==> src/rtl/fetch_pkg.sv <==
// Shared types and constants for the instruction fetch / prefetch unit.
// NOP is the canonical addi x0,x0,0 that IF/ID inserts when it squashes a slot.
package fetch_pkg;

  localparam int unsigned XLEN = 32;
  localparam logic [XLEN-1:0] RESET_PC_DEFAULT = 32'h0000_0000;
  localparam logic [XLEN-1:0] NOP = 32'h0000_0013;

  typedef enum logic {
    RUN   = 1'b0,
    FLUSH = 1'b1
  } fetch_state_e;

endpackage

==> src/rtl/fetch_queue.sv <==
// Small synchronous FIFO holding {instruction, pc} pairs between imem and IF/ID.
// Clear wins over push and pop; a pop frees its slot for a same-cycle push.
module fetch_queue #(
  parameter int unsigned DEPTH = 4,
  parameter int unsigned WIDTH = 64
) (
  input  logic                    clk,
  input  logic                    rst,
  input  logic                    push,
  input  logic                    pop,
  input  logic                    clear,
  input  logic [WIDTH-1:0]        push_data,
  output logic                    full,
  output logic                    empty,
  output logic [WIDTH-1:0]        head,
  output logic [$clog2(DEPTH):0]  count
);

  localparam int unsigned AW = $clog2(DEPTH);
  localparam logic [AW:0] FULL_COUNT = (AW+1)'(DEPTH);

  logic [WIDTH-1:0] mem_q [DEPTH];
  logic [AW-1:0]    rd_ptr_q;
  logic [AW-1:0]    wr_ptr_q;
  logic [AW:0]      count_q;
  logic             do_push;
  logic             do_pop;

  assign do_pop  = pop && (count_q != '0);
  assign do_push = push && ((count_q != FULL_COUNT) || do_pop);

  always_ff @(posedge clk) begin
    if (do_push) begin
      mem_q[wr_ptr_q] <= push_data;
    end
  end

  always_ff @(posedge clk) begin
    if (rst || clear) begin
      rd_ptr_q <= '0;
      wr_ptr_q <= '0;
      count_q  <= '0;
    end else begin
      if (do_push) begin
        wr_ptr_q <= wr_ptr_q + AW'(1);
      end
      if (do_pop) begin
        rd_ptr_q <= rd_ptr_q + AW'(1);
      end
      count_q <= count_q + (AW+1)'(do_push) - (AW+1)'(do_pop);
    end
  end

  assign head  = mem_q[rd_ptr_q];
  assign full  = (count_q == FULL_COUNT);
  assign empty = (count_q == '0);
  assign count = count_q;

endmodule

==> src/rtl/fetch_prefetch_unit.sv <==
// Instruction fetch stage: credit-limited sequential prefetch into a small queue,
// with decode stall and branch redirect (old in-flight responses are dropped).
module fetch_prefetch_unit #(
  parameter int unsigned      XLEN     = fetch_pkg::XLEN,
  parameter int unsigned      DEPTH    = 4,
  parameter logic [XLEN-1:0]  RESET_PC = fetch_pkg::RESET_PC_DEFAULT
) (
  input  logic             clk,
  input  logic             rst,
  output logic             imem_req_valid,
  output logic [XLEN-1:0]  imem_req_addr,
  input  logic             imem_req_ready,
  input  logic             imem_rsp_valid,
  input  logic [XLEN-1:0]  imem_rsp_data,
  input  logic             redirect,
  input  logic [XLEN-1:0]  redirect_pc,
  input  logic             stall,
  output logic             inst_valid,
  output logic [XLEN-1:0]  inst,
  output logic [XLEN-1:0]  inst_pc
);

  import fetch_pkg::*;

  localparam int unsigned CW = $clog2(DEPTH) + 1;
  localparam logic [CW:0] DEPTH_W = (CW+1)'(DEPTH);

  fetch_state_e     state_q, state_d;
  logic [XLEN-1:0]  fetch_pc_q, fetch_pc_d;
  logic [XLEN-1:0]  resp_pc_q, resp_pc_d;
  logic [XLEN-1:0]  target_pc;
  logic [CW-1:0]    outstanding_q, outstanding_d;
  logic [CW-1:0]    drop_q, drop_d;
  logic [CW-1:0]    q_count;
  logic             q_full, q_empty, q_push, q_pop;
  logic [2*XLEN-1:0] q_head;
  logic             credit_ok;
  logic             fire;
  logic             unused_redirect_bits;

  assign unused_redirect_bits = ^redirect_pc[1:0];
  assign target_pc = {redirect_pc[XLEN-1:2], 2'b00};

  // In-flight plus buffered fetches may never exceed the queue size, so every
  // returning response is guaranteed a free slot.
  assign credit_ok = ({1'b0, outstanding_q} + {1'b0, q_count}) < DEPTH_W;
  assign fire      = imem_req_valid && imem_req_ready;
  assign q_push    = imem_rsp_valid && (drop_q == '0) && !redirect;
  assign q_pop     = inst_valid && !stall && !redirect;

  assign outstanding_d = outstanding_q + CW'(fire) - CW'(imem_rsp_valid);

  always_ff @(posedge clk) begin
    if (rst) begin
      state_q <= RUN;
    end else begin
      state_q <= state_d;
    end
  end

  always_comb begin
    state_d = state_q;
    if (redirect) begin
      state_d = (outstanding_d != '0) ? FLUSH : RUN;
    end else if ((state_q == FLUSH) && (drop_q == '0)) begin
      state_d = RUN;
    end
  end

  always_comb begin
    imem_req_valid = 1'b0;
    if (!rst && (state_q == RUN) && credit_ok) begin
      imem_req_valid = 1'b1;
    end
  end

  // A redirect treats everything already requested, including this cycle's
  // fire, as stale; a response landing this cycle has already been retired.
  always_comb begin
    fetch_pc_d = fetch_pc_q;
    resp_pc_d  = resp_pc_q;
    drop_d     = drop_q;
    if (redirect) begin
      fetch_pc_d = target_pc;
      resp_pc_d  = target_pc;
      drop_d     = outstanding_d;
    end else begin
      if (fire) begin
        fetch_pc_d = fetch_pc_q + XLEN'(4);
      end
      if (q_push) begin
        resp_pc_d = resp_pc_q + XLEN'(4);
      end
      if (imem_rsp_valid && (drop_q != '0)) begin
        drop_d = drop_q - CW'(1);
      end
    end
  end

  always_ff @(posedge clk) begin
    if (rst) begin
      fetch_pc_q    <= RESET_PC;
      resp_pc_q     <= RESET_PC;
      outstanding_q <= '0;
      drop_q        <= '0;
    end else begin
      fetch_pc_q    <= fetch_pc_d;
      resp_pc_q     <= resp_pc_d;
      outstanding_q <= outstanding_d;
      drop_q        <= drop_d;
    end
  end

  always_ff @(posedge clk) begin
    if (!rst) begin
      assert (!(q_push && q_full && !q_pop));
    end
  end

  fetch_queue #(
    .DEPTH (DEPTH),
    .WIDTH (2*XLEN)
  ) u_queue (
    .clk       (clk),
    .rst       (rst),
    .push      (q_push),
    .pop       (q_pop),
    .clear     (redirect),
    .push_data ({imem_rsp_data, resp_pc_q}),
    .full      (q_full),
    .empty     (q_empty),
    .head      (q_head),
    .count     (q_count)
  );

  assign imem_req_addr = fetch_pc_q;
  assign inst_valid    = !rst && !q_empty;
  assign inst          = inst_valid ? q_head[2*XLEN-1:XLEN] : '0;
  assign inst_pc       = inst_valid ? q_head[XLEN-1:0] : '0;

endmodule

==> config.mk <==
export PLATFORM = sky130hd
export DESIGN_NAME = fetch_prefetch_unit
export DESIGN_NICKNAME = d
export VERILOG_FILES = /design/src/rtl/fetch_pkg.sv /design/src/rtl/fetch_queue.sv /design/src/rtl/fetch_prefetch_unit.sv
export SDC_FILE = /design/constraint.sdc
export NUM_CORES = 1
export LEC_CHECK = 0
export CAP_MARGIN = 20
export CORE_ASPECT_RATIO = 2
export CORE_MARGIN = 2
export CORE_UTILIZATION = 40
export CTS_CLUSTER_DIAMETER = 80
export DETAILED_ROUTE_END_ITERATION = 10
export GPL_ROUTABILITY_DRIVEN = 0
export GPL_TIMING_DRIVEN = 0
export SLEW_MARGIN = 30
export SYNTH_ARGS = -nofsm -noshare
export SYNTH_HDL_FRONTEND = slang
export SYNTH_SLANG_ARGS = --single-unit
==> constraint.sdc <==
create_clock -name clk -period 4.2 [get_ports clk]
set_input_delay 0.63 -clock clk [delete_from_list [all_inputs] [get_ports clk]]
set_output_delay 0.63 -clock clk [all_outputs]
set_load 0.01 [all_outputs]
==> results_dict.tcl <==
set metrics [dict create \
    finalNonFillerCells 1523 \
    placedCellCount 1470 \
    ant_nets 0 \
    setup_violations 0 \
    cp-end-kind "output port" \
    clock_latency_ns 0.55 \
    drtIter0Drc 349 \
    antenna_found_initial 0 \
    hold_violations 0 \
    synth_top_area_share_pct 55.4 \
    track_usage_pct 17.6 \
    combPwrFrac_pct 9.0 \
    die_h_um 263 \
    max_freq_ghz 0.274 \
    netlist-cell-type-count 48 \
    critPathMaxFanout 10 \
    grt_pass1_wl_mm 47.2 \
    vias 7849 \
    p_sw_uw 1570 \
    ctsResizeCount 0 \
    syn_to_final_growth_pct 24.6 \
    clock_tree.buffer_depth 3 \
    synthesis.area_sq_um 13400 \
    tritoncts "done" \
    p_total_uw 7040 \
    hold_buffers 0 \
    ys_seq_elements 324 \
    clkPwrFrac_pct 38.4 \
    p_int_uw 5470 \
    cts_max_level 1 \
    numPortBuffers 160 \
    ys_warn_count 0 \
    p_seq_share_pct 52.6 \
    via_per_inst 5.15 \
    hold_class "input port to flip-flop" \
    initial_core_util_pct 40.2 \
    slew_headroom_pct 42.4 \
    wl_met2_mm 17.5 \
    wl_per_cell_um 20.2 \
    drtPass1Iterations 4 \
    dieArea_sq_um 35200 \
    post_cts.repair.setup_buffers 0 \
    period_share_pct 87.0 \
    dpl_cell_area_sq_um 15700 \
    finalMaxSlewViolations 0 \
    die_w_um 134 \
    startpoint_type "flip-flop" \
    coreArea_sq_um 33400 \
    grt_max_degree 40 \
    synth.most_common_cell "edfxtp_1" \
    grt_pass1_vias 8314 \
    synthArstFlopShare_pct 0 \
    drc 0 \
    diodes 0 \
    rsz0062_at_grt "no" \
    final_util_pct 50.1 \
    synthFlopType "edfxtp_1" \
    crit_type "flip-flop to output port" \
    yosysTopAreaCell "edfxtp_1" \
    avgSynthCellArea_sq_um 15.5 \
    wirelength_mm 30.7 \
    tightest_slew_ns 0.856 \
    cts_made_buffers 29 \
    synth_edf_count 248 \
    swShare_pct 22.3 \
    clk_pin_slew_ns 0.07 \
    wl_met1_mm 11.1 \
    wl_met3_mm 1.02 \
    drive_gt1_share_pct 13.4 \
    fin_worst_skew_ns 0.0219 \
    synth.area.top_cells "edfxtp_1 (55%), dfxtp_1 (11%), mux4_2 (10%)" \
    peakVddDrop_uv 288 \
    cp_data_required_time_ns 3.57 \
    power_leakage_uw 0.00551 \
    fin_crit_ns 3.65 \
    rows 95 \
    clockRootBuffer "clkbuf_16" \
    dp_hpwl_mm 21.9 \
    p_per_area_nw_per_um2 420 \
    grt-ovfl-total 0 \
    routed.top_layer "met4" \
    clock-sinks 324 \
    cap_violations 0 \
    status "complete, no violations" \
    seq_area_frac_synth_pct 66.7 \
    crit_arrival_ns 3.02 \
    synthCells 866 \
    design_area_sq_um 16700 \
    synth_commonest_cells "edfxtp_1 (248), dfxtp_1 (76), and2_1 (70)" \
    ios 168 \
    final_nets 1151 \
]
-- kinds of logic (layout without fill, tap and decap cells) --
kind of cell | count (synthesis) | count (layout) | share of synthesized area [%]
other | 1 | 4 | 0.0279
AOI/OAI and AO/OA | 98 | 98 | 5.00
xor gates and xnor gates | 60 | 60 | 3.91
muxes | 65 | 65 | 10.6
buffers and inverters | 85 | 303 | 2.62
and+or+nand+nor | 217 | 217 | 9.48
adders and majority gates | 16 | 16 | 1.60
DFF | 324 | 324 | 66.7
-- routing by layer --
metal | GRT usage [%] | up-vias
met5 | 0 | -
met4 | 7.53 | 0
met3 | 1.94 | 55
met2 | 34.9 | 183
met1 | 18.2 | 3929
li1 | - | 3682
-- power by group through the flow --
stage	registers, uW	logic, uW	clock network, uW
2_1_floorplan	3750	346	0
6_report	3700	635	2700
4_1_cts	3700	646	2780
5_1_grt	3710	694	2880
3_3_place_gp	3770	622	0
3_5_place_dp	3770	642	0
-- stage by stage --
stage                     hold WS [ns]  worst slack [ns]  TNS, ns
final                            0.416             0.548        0
after global routing             0.426             0.365        0
after CTS                        0.393             0.424        0
after detailed placement         0.530             0.262        0
after global placement           0.506             -1.62  -392.06
after floorplan                  0.480             0.747        0
-- worst max-delay path, cell delays in order (launching register included) --
cell and delay, ns:
dfxtp_1 0.30, clkbuf_1 0.43, buf_2 0.45, mux4_2 0.62
and2_1 0.20, clkdlybuf4s50_1 0.47
-- area by class of cell --
cell class              instances  area, sq um
flip-flops and latches        324         8970
fillers                      2864        16700
plain buffers                  44          198
repair buffers                165         1710
clock inverters                13          104
well taps                     436          546
inverters                      41          154
multi-input cells             460         4160
clock buffers                  40          892
-- layout by cell type, fill, tap and decap left out, types with 3 or more instances in the layout --
master	synthesis	final
mux2i_1	3	3
clkinv_2	0	7
clkbuf_8	0	4
a21oi_1	29	29
and2_1	70	66
clkbuf_1	29	32
nand3_1	19	19
dfxtp_1	76	76
buf_2	8	8
ha_1	14	14
nand4_1	22	22
nand2_1	22	22
nor4_1	16	13
and3_1	11	11
a211oi_1	10	9
o21a_1	4	4
clkbuf_16	0	33
edfxtp_1	248	248
nor2_1	24	23
and2_4	0	4
conb_1	1	4
nor4_2	0	3
xor2_1	34	34
mux4_2	62	62
clkdlybuf4s50_1	0	160
nor3_1	9	9
buf_4	4	5
inv_1	40	40
buf_16	0	3
xnor2_1	26	26
a21boi_0	38	38
o31a_1	11	11
and4_1	5	5
-- state kept, by name, indices dropped and copies added, names as in the netlist, named ones only --
name / cells
u_queue.count: 3
drop_q: 3
u_queue.wr_ptr_q: 2
state_q: 1
u_queue.rd_ptr_q: 2
resp_pc_q: 30
imem_req_addr: 30
outstanding_q: 3
u_queue.mem_q: 248
-- worst paths after layout --
path | startpoint | end | slack (ns) | cells after the start
worst max register to register | u_queue.count[2] | state_q | 1.19 | 12
worst min-delay path | rst | resp_pc_q[7] | 0.42 | 3
worst max-delay path | flip-flop | inst_pc[22] | 0.55 | 5
worst min register to register | resp_pc_q[30] | u_queue.mem_q[1][30] | 0.53 | 0
No activity file was read; power rests on OpenSTA's default activity.
